**config.mk**
```make
export PLATFORM = sky130hd
export DESIGN_NAME = fetch_unit
export DESIGN_NICKNAME = d
export VERILOG_FILES = /design/src/rtl/fetch_pkg.sv /design/src/rtl/fetch_queue.sv /design/src/rtl/fetch_unit.sv
export SDC_FILE = /design/constraint.sdc
export NUM_CORES = 2
export LEC_CHECK = 0
export CORE_MARGIN = 3
export CORE_UTILIZATION = 57
export DETAILED_ROUTE_END_ITERATION = 6
export HOLD_SLACK_MARGIN = 0.03
export MAX_ROUTING_LAYER = met4
export PLACE_DENSITY = 0.72
export SYNTH_ARGS = -nofsm -noshare
export SYNTH_HDL_FRONTEND = slang
export SYNTH_HIERARCHICAL = 1
export SYNTH_SLANG_ARGS = --single-unit
```
**constraint.sdc**
```tcl
create_clock -name clk -period 3.3 [get_ports clk]
set_input_delay 0.495 -clock clk [delete_from_list [all_inputs] [get_ports clk]]
set_output_delay 0.495 -clock clk [all_outputs]
set_load 0.02 [all_outputs]
```
**src/rtl/fetch_pkg.sv**
```systemverilog
// Shared definitions for the instruction fetch stage: FSM encoding,
// instruction field positions and the default program address width.
package fetch_pkg;

  typedef enum logic [1:0] {
    IDLE = 2'd0,
    LOAD = 2'd1,
    RUN  = 2'd2,
    HALT = 2'd3
  } state_t;

  localparam int ADDR_W_DEF = 8;

  localparam int OP_HI   = 7;
  localparam int OP_LO   = 4;
  localparam int RD_HI   = 3;
  localparam int RD_LO   = 2;
  localparam int RS_HI   = 1;
  localparam int RS_LO   = 0;
  localparam int IMM4_HI = 3;
  localparam int IMM2_HI = 1;

endpackage

```
**src/rtl/fetch_queue.sv**
```systemverilog
// Small synchronous FIFO of {address, instruction} pairs with flush.
// The head is read combinationally so the consumer sees it in the same cycle.
module fetch_queue #(
  parameter int AW    = 8,
  parameter int DEPTH = 2,
  localparam int CW   = $clog2(DEPTH + 1),
  localparam int PW   = $clog2(DEPTH)
) (
  input  logic          clk,
  input  logic          rst,
  input  logic          push,
  input  logic          pop,
  input  logic          flush,
  input  logic [AW-1:0] push_addr,
  input  logic [7:0]    push_instr,
  output logic [AW-1:0] head_addr,
  output logic [7:0]    head_instr,
  output logic [CW-1:0] count,
  output logic          full,
  output logic          empty
);

  logic [AW-1:0] addr_mem  [DEPTH];
  logic [7:0]    instr_mem [DEPTH];
  logic [PW-1:0] wr_ptr_reg, rd_ptr_reg;
  logic [CW-1:0] count_reg;
  logic          do_push, do_pop;

  assign full    = (count_reg == CW'(DEPTH));
  assign empty   = (count_reg == '0);
  assign do_push = push && (!full || pop);
  assign do_pop  = pop && !empty;

  always_ff @(posedge clk or posedge rst) begin
    if (rst) begin
      wr_ptr_reg <= '0;
      rd_ptr_reg <= '0;
      count_reg  <= '0;
    end else if (flush) begin
      wr_ptr_reg <= '0;
      rd_ptr_reg <= '0;
      count_reg  <= '0;
    end else begin
      if (do_push) wr_ptr_reg <= wr_ptr_reg + 1'b1;
      if (do_pop)  rd_ptr_reg <= rd_ptr_reg + 1'b1;
      case ({do_push, do_pop})
        2'b10:   count_reg <= count_reg + 1'b1;
        2'b01:   count_reg <= count_reg - 1'b1;
        default: count_reg <= count_reg;
      endcase
    end
  end

  // Storage needs no reset; the pointers alone define what is valid.
  always_ff @(posedge clk) begin
    if (do_push && !flush) begin
      addr_mem[wr_ptr_reg]  <= push_addr;
      instr_mem[wr_ptr_reg] <= push_instr;
    end
  end

  assign head_addr  = addr_mem[rd_ptr_reg];
  assign head_instr = instr_mem[rd_ptr_reg];
  assign count      = count_reg;

endmodule

```
**src/rtl/fetch_unit.sv**
```systemverilog
// Instruction fetch stage: owns program memory, prefetches into a small
// queue and hands decoded instructions to the control unit via valid/ready.
module fetch_unit
  import fetch_pkg::*;
#(
  parameter int ADDR_W = ADDR_W_DEF,
  parameter int QDEPTH = 2
) (
  input  logic              clk,
  input  logic              rst,
  input  logic              load_en,
  input  logic              load_we,
  input  logic [15:0]       load_data,
  input  logic              run,
  input  logic              redirect_en,
  input  logic [ADDR_W-1:0] redirect_addr,
  input  logic              issue_ready,
  output logic              issue_valid,
  output logic [3:0]        opcode,
  output logic [1:0]        rd,
  output logic [1:0]        rs,
  output logic [1:0]        imm2,
  output logic [3:0]        imm4,
  output logic [ADDR_W-1:0] pc_out,
  output logic              halted,
  output logic              busy
);

  localparam int DEPTH = 2 ** ADDR_W;
  localparam int CW    = $clog2(QDEPTH + 1);

  state_t            state_reg, state_next;
  logic [ADDR_W-1:0] end_addr_reg;
  logic              prog_valid_reg;
  logic              first_wr_reg;
  logic [ADDR_W:0]   fpc_reg, fpc_next;
  logic              inflight_reg, inflight_next;
  logic [ADDR_W-1:0] inflight_addr_reg;
  logic [7:0]        mem [DEPTH];
  logic [7:0]        rd_data_reg;

  logic              load_wr, fetch_en, slot_free, fpc_in_range, pipe_empty;
  logic [ADDR_W-1:0] load_addr;
  logic              q_push, q_pop, q_flush, q_full, q_empty;
  logic [CW-1:0]     q_count;
  logic [ADDR_W-1:0] head_addr;
  logic [7:0]        head_instr;

  assign load_addr    = load_data[8 +: ADDR_W];
  assign fpc_in_range = (fpc_reg <= {1'b0, end_addr_reg});
  assign pipe_empty   = q_empty && !inflight_reg;

  always_comb begin
    state_next    = state_reg;
    fpc_next      = fpc_reg;
    inflight_next = 1'b0;
    fetch_en      = 1'b0;
    q_flush       = 1'b0;
    q_push        = 1'b0;
    load_wr       = (state_reg == LOAD) && load_we;
    issue_valid   = (state_reg == RUN) && !q_empty;
    q_pop         = issue_valid && issue_ready;
    // A slot being popped this cycle can be refilled, giving 1 instr/cycle.
    slot_free     = (int'(q_count) + int'(inflight_reg)) < (QDEPTH + int'(q_pop));

    case (state_reg)
      IDLE: begin
        if (load_en)  state_next = LOAD;
        else if (run) state_next = prog_valid_reg ? RUN : HALT;
      end
      LOAD: begin
        if (!load_en) state_next = IDLE;
      end
      RUN: begin
        if (redirect_en) begin
          q_flush  = 1'b1;
          fpc_next = {1'b0, redirect_addr};
        end else begin
          q_push = inflight_reg && (!q_full || q_pop);
          if (!fpc_in_range && pipe_empty) begin
            state_next = HALT;
          end else begin
            fetch_en      = fpc_in_range && slot_free;
            inflight_next = fetch_en;
            if (fetch_en) fpc_next = fpc_reg + 1'b1;
          end
        end
      end
      HALT: begin
        if (load_en)  state_next = LOAD;
        else if (run) state_next = RUN;
      end
      default: state_next = IDLE;
    endcase

    if (state_next == RUN && state_reg != RUN) begin
      fpc_next = '0;
      q_flush  = 1'b1;
    end
  end

  always_ff @(posedge clk or posedge rst) begin
    if (rst) begin
      state_reg         <= IDLE;
      end_addr_reg      <= '0;
      prog_valid_reg    <= 1'b0;
      first_wr_reg      <= 1'b0;
      fpc_reg           <= '0;
      inflight_reg      <= 1'b0;
      inflight_addr_reg <= '0;
    end else begin
      state_reg    <= state_next;
      fpc_reg      <= fpc_next;
      inflight_reg <= inflight_next;
      if (fetch_en) inflight_addr_reg <= fpc_reg[ADDR_W-1:0];
      if (state_next == LOAD && state_reg != LOAD) first_wr_reg <= 1'b1;
      if (load_wr) begin
        prog_valid_reg <= 1'b1;
        first_wr_reg   <= 1'b0;
        if (first_wr_reg || load_addr > end_addr_reg) end_addr_reg <= load_addr;
      end
    end
  end

  // Program memory: single write port for loading, registered fetch read.
  always_ff @(posedge clk) begin
    if (load_wr)  mem[load_addr] <= load_data[7:0];
    if (fetch_en) rd_data_reg <= mem[fpc_reg[ADDR_W-1:0]];
  end

  fetch_queue #(
    .AW    (ADDR_W),
    .DEPTH (QDEPTH)
  ) u_queue (
    .clk        (clk),
    .rst        (rst),
    .push       (q_push),
    .pop        (q_pop),
    .flush      (q_flush),
    .push_addr  (inflight_addr_reg),
    .push_instr (rd_data_reg),
    .head_addr  (head_addr),
    .head_instr (head_instr),
    .count      (q_count),
    .full       (q_full),
    .empty      (q_empty)
  );

  // Fields are qualified by valid so idle/reset outputs read as zero.
  assign opcode = issue_valid ? head_instr[OP_HI:OP_LO]  : '0;
  assign rd     = issue_valid ? head_instr[RD_HI:RD_LO]  : '0;
  assign rs     = issue_valid ? head_instr[RS_HI:RS_LO]  : '0;
  assign imm2   = issue_valid ? head_instr[IMM2_HI:0]    : '0;
  assign imm4   = issue_valid ? head_instr[IMM4_HI:0]    : '0;
  assign pc_out = issue_valid ? head_addr : '0;
  assign halted = (state_reg == HALT);
  assign busy   = (state_reg == LOAD) || (state_reg == RUN);

endmodule

```
**Yosys cells after proc, flatten, opt, wreduce, memory -nomap -nowiden**

Memories as Yosys holds them, arrays and structs flattened. A register that Yosys moved wholly into a read port is not among the register bits.
Cells that the tools add are included.

- Output and inout bits: 25
- Word-level logic and storage cells: 103
- Input port bits: 31
- Bits in writable memories: 2,080
- Register bits after elaboration: 34
- Memories: 3

Memory list:

| name | words | width | read ports | clocked after Yosys merged registers in | wr ports | line | text |
|---|---|---|---|---|---|---|---|
| mem | 256 | 8 | 1 | 1 | 1 | fetch_unit.sv:39 | `logic [7:0] mem [DEPTH];` |
| u_queue.addr_mem | 2 | 8 | 1 | 0 | 1 | fetch_queue.sv:23 | `logic [AW-1:0] addr_mem [DEPTH];` |
| u_queue.instr_mem | 2 | 8 | 1 | 0 | 1 | fetch_queue.sv:24 | `logic [7:0] instr_mem [DEPTH];` |

- Muxes and demuxes: 39
- Order comparisons: 3
- Equal/unequal tests: 11
- $add $sub $neg: 7
- Reductions and logical operators: 30

Operator list:

| operator | number |
|---|---|
| 9-bit two-way mux | 5 |
| 2-bit two-way mux | 10 |
| 1-bit two-way mux | 19 |
| 1-bit logical AND | 12 |
| 2-bit equality test (second input constant) | 5 |
| 9-bit by 1-bit adder with 9-bit output (second input constant) | 1 |
| 9-bit by 8-bit less-or-equal comparator with 1-bit output | 1 |
| 8-bit > comparator | 1 |
| 4-bit two-way mux | 2 |
| 8-bit two-way mux | 1 |
| 2-bit case mux with 4 select lines | 1 |
| 2-bit nonzero test | 4 |
| 2-bit by 1-bit equality test with 1-bit output (second input constant) | 3 |
| 3-bit nonzero test | 2 |
| 1-bit zero test | 5 |
| 2-bit zero test | 2 |
| 2-bit case mux with 2 select lines | 1 |
| 2-bit by 1-bit adder with 3-bit output | 1 |
| 2-bit by 1-bit adder with 3-bit output (first input constant) | 1 |
| 1-bit logical OR | 3 |
| 3-bit less-than comparator | 1 |
| 3-bit by 2-bit inequality test with 1-bit output (second input constant) | 1 |
| 3-bit AND reduction | 1 |
| 1-bit adder (second input constant) | 2 |
| 5 further kinds | 5 |

**Longest topological paths before layout**

- Depth after elaboration: 13
- Gate-level depth with buffers: 16
- Mapped depth without buffers: 9

**Hierarchy**

Netlist, hierarchy kept.

By module, submodules not included:

| module | area an instance (sq um) | cells each | seq. area each (sq um) | times used |
|---|---|---|---|---|
| fetch_unit | 81,987.4 | 3,976 | 62,489.9 | 1 |
| fetch_queue | 1,411.4 | 80 | 1,061.0 | 1 |

**Worst setup path after synthesis**

No wires, ideal clock.

- Kind: register -> register
- From: register fpc_reg[0]
- To: register inflight_addr_reg[2]
- Arrival time: 3,466 ps
- Library setup time: 128 ps
- Cell stages (with the launch flop): 16
- Clock period less this slack: 3,594 ps
- Setup slack: -294 ps
- Cells stage by stage: dfrtp_1 > buf_6 > buf_6 > buf_6 > buf_4 > inv_1 > buf_2 > clkbuf_1 > ha_1 > inv_1 > or3b_1 > o21ai_1 > o2111ai_1 > nor2_2 > buf_2 > mux2_1

- Longest elaborated chain between the ends: 6
- Elaborated cells on any way between the ends: 7
- Those cells by class: order compare (1); mux (3); reduce/logical (3)

RTL lines:

| item | line | text |
|---|---|---|
| from (decl) | fetch_unit.sv:36 | `logic [ADDR_W:0] fpc_reg, fpc_next;` |
| from (signal assigned) | fetch_unit.sv:113 | `fpc_reg <= fpc_next;` |
| 9-bit by 8-bit less-or-equal comparator with 1-bit output (*) | fetch_unit.sv:50 | `assign fpc_in_range = (fpc_reg <= {1'b0, end_addr_reg});` |
| 1-bit zero test | fetch_unit.sv:80 | `if (!fpc_in_range && pipe_empty) begin` |
| 1-bit logical AND | fetch_unit.sv:80 |  |
| 1-bit two-way mux (*) | fetch_unit.sv:80 |  |
| 1-bit two-way mux (*) | fetch_unit.sv:75 | `if (redirect_en) begin` |
| 1-bit two-way mux (*) | fetch_unit.sv:66 | `case (state_reg)` |
| via fetch_en | fetch_unit.sv:42 | `logic load_wr, fetch_en, slot_free, fpc_in_range, pipe_empty;` |
| to (signal assigned) | fetch_unit.sv:115 | `if (fetch_en) inflight_addr_reg <= fpc_reg[ADDR_W-1:0];` |
| to (decl) | fetch_unit.sv:38 | `logic [ADDR_W-1:0] inflight_addr_reg;` |

Mark *: on every way through the listed nets, which the timed path passes. The rest lies on a longest branch.
A chain may end at the register's enable or synchronous reset.

**Final worst setup path**

- From: register fpc_reg[2]
- To: register rd_data_reg[6], read port of mem (data pin)

- Longest elaborated chain between the ends: 6
- Elaborated cells on any way between the ends: 7
- Those cells by class: order compare (1); mux (3); reduce/logical (3)

RTL lines:

| item | line | text |
|---|---|---|
| 9-bit by 8-bit less-or-equal comparator with 1-bit output | fetch_unit.sv:50 |  |
| 1-bit zero test | fetch_unit.sv:80 |  |
| 1-bit logical AND | fetch_unit.sv:80 |  |
| 1-bit two-way mux | fetch_unit.sv:80 |  |
| 1-bit two-way mux | fetch_unit.sv:75 |  |
| 1-bit two-way mux | fetch_unit.sv:66 |  |
| to (decl) | fetch_unit.sv:40 | `logic [7:0] rd_data_reg;` |

Parallel ways exist; a longest one is shown, timed or not.

==> metrics <==
Final setup viols 2; Die Y 388.5 um; post-layout util 0.6740; DRC Markers 0; GRT overflow 0; post-synthesis compound-gate area fraction 0.03035; PnR worst setup slack -0.02877 ns; Slew Limit Fails 0; CP startpoint kind register; CTS tree built; mux share of post-synthesis cell area 0.1520; slowest CP cell dfrtp_4; XOR/XNOR share of the synthesized area 0.0004201; fin cells 6791; synthesized area per cell 20.56 um^2; root buffer cell clkbuf_16; largest family of logic cells by synthesized area multiplexers; P per Cell Area 744.7 nW/um^2; wire per inst 33.84 um; post-DR vias/cell 6.747; Ports 56; RSZ-0062 raised after global routing false; critical path arrival 3.99 ns; Hold Path End mem[101][1]; clock tree buffer depth 3; Max stage delay on crit path 0.51 ns; Worst setup EP type register; worst vdd ir 0.5956 mV; Ys Warns 6; Placeable Area 144500 um^2; minimum period implied by the final worst setup slack 3.329 ns; crit-path leading delay family simple AND/OR/NAND/NOR gates; most frequent cells in the layout edfxtp_1 (2088), buf_4 (565), mux4_2 (495), nor2_1 (318), clkbuf_16 (208); GRT Total Usage 0.3192; Gate Count Post-Synth 4056; status finished with violations; vias in the first global route 44999; failing checks negative setup slack; GPL Wtd Cong 0.9552; number of flip-flops in the largest register 2048; Post-synth top flop edfxtp_1; H-tree level count 4; global-route wire length before repair 332100 um; Starting Density 0.5771; Yosys cell types 74; Clock transition at path regs 0.07 ns; # clock sinks 2122; dpl cells 6390; Synth Cell Area 83400 um^2; ratio of cells with drive above 1 in the final layout 0.3117; later-pin clock latency in the skew report 0.86 ns; Worst EP required 3.96 ns; Relative slew margins 0.3245; drt total wl 229800 um; largest net degree at the start of global routing 117; Post-DRT Antenna Nets 0; Reg2Reg Setup Slack -0.03 ns; Synth area leaders edfxtp_1 (75%), mux4_2 (13%), nor2_1 (1.4%); TritonCTS Buffers 202; Post-synth EDFFs 2088; Async SR Flop Fraction 0.01602; Slew @ Worst Pin 1.013 ns; commonest non-fill, non-tap cell in the layout edfxtp_1; Setup TNS -0.04397 ns; register area share after synthesis 0.7620; fmax 0.3004 GHz; reg2reg end rd_data_reg[6]; NumNets Final 4764; Yosys top cell area share 0.7518; TritonRoute pass-1 iters 6; Hold Path Class in -> reg; Mapped Nets 4110; critical path class reg -> reg; crit path cell chain buf_12 > inv_4 > nand2_1 > buf_4 > nor3_1 > nor4_2 > nand3_1 > and3_1 > nor4bb_1; Die ar. 150900 um^2; hold_sp load_data[1]; worst-path fanout max 42; max cap viols 0; antenna violations before repair 12; Port Buffer Count 55; Cell Rows 139; Levels on crit path 9; Yosys reg bits 2122; Setup Skew 0.05813 ns; WP buf/inv 3; DP HPWL 146900 um; leak pwr 31.56 nW; DR iter-0 viols 7299; adder-cell share of the synthesized area 0.003451; Post-Synth Simple-Gate Area 0.03275; reg-to-reg startpoint fpc_reg[2]; routed via count 45820; die width 388.5 um; biggest regs mem: 2048 flops, u_queue/addr_mem: 16 flops, u_queue/instr_mem: 16 flops; period utilisation layout 1.009; largest area contributor in the netlist edfxtp_1; worst hold path depth 1; Final Hold Fails 0; worst reg-to-reg path cell count 9; Area Overhead vs Synth 16.80%; Largest Register mem
## power by group
| part | total (W) | internal (W) | leakage (nW) | switching, W |
|---|---|---|---|---|
| combinational | 0.0195 | 0.00828 | 9.19 | 0.0112 |
| clock | 0.0228 | 0.0129 | 3.17 | 0.00994 |
| sequential | 0.0302 | 0.0299 | 19.2 | 0.000338 |
| total | 0.0725 | 0.0511 | 31.6 | 0.0215 |
## stage by stage
step	hold slack [ns]	setup slack [ns]	total power [W]	instance area [um^2]
after floorplan	0.2611	-0.01033	0.04135	83440
after global placement	0.4496	-0.3211	0.04912	90420
after detailed placement	0.4540	-0.3615	0.04927	90420
after CTS	0.2258	-0.02932	0.07217	97140
after global routing	0.2646	0.008941	0.07440	97410
final	0.2787	-0.02877	0.07255	97410
## cell usage after synthesis (all sizes together) (50+ instances only)
master	instances
nand3	50
a22oi	70
nand2	122
o21ai	65
mux4	495
nor2	321
edfxtp	2088
buf	151
a21oi	71
mux2i	113
clkbuf	95
## final cells by class
type                            count  area, um^2
Inverter                           28       107.6
Antenna cell                        8       20.02
Clock buffer                      260        5399
Clock inverter                    114        1106
Sequential cell                  2122       63570
Tap cell                         1903        2381
Fill cell                        8886       47110
Timing Repair Buffer              696        6346
Multi-Input combinational cell   1660       18480
## worst max-delay path by stage
stage / slack, ns / startpoint / end
after floorplan: -0.01 / fpc_reg[0] / inflight_addr_reg[2]
after global placement: -0.32 / fpc_reg[0] / rd_data_reg[2]
after detailed placement: -0.36 / fpc_reg[0] / rd_data_reg[2]
after CTS: -0.03 / fpc_reg[0] / rd_data_reg[2]
after global routing: 0.009 / fpc_reg[0] / rd_data_reg[2]
final: -0.03 / fpc_reg[2] / rd_data_reg[6]
## worst register-to-register path, delay by kind of cell, from the launching register on
kind / cells / cell delay, ns
and+or+nand+nor: 6 / 1.80
buffers and inverters: 3 / 0.84
DFF: 1 / 0.51
## metal layers
metal	part of all wire	track usage
met2	0.45	0.4576
met1	0.37	0.4491
met3	0.13	0.07807
met5	0	-
met4	0.047	0.1264
## cells by family after synthesis
group	after synthesis
adders and majority gates	23
AOI/OAI and AO/OA	366
DFF	2122
and+or+nand+nor	624
buffers and inverters	274
xor gates and xnor gates	4
muxes	643
## what timing repair did
item,4_1_cts,5_1_grt
buffers inserted,3,11
pin swaps,4,3
endpoints found under the setup margin,27,9
hold endpoints to repair,4,0
resized for setup,44,27
hold buffers,1,0
cloned,3,1
No activity file was read; power rests on OpenSTA's default activity.
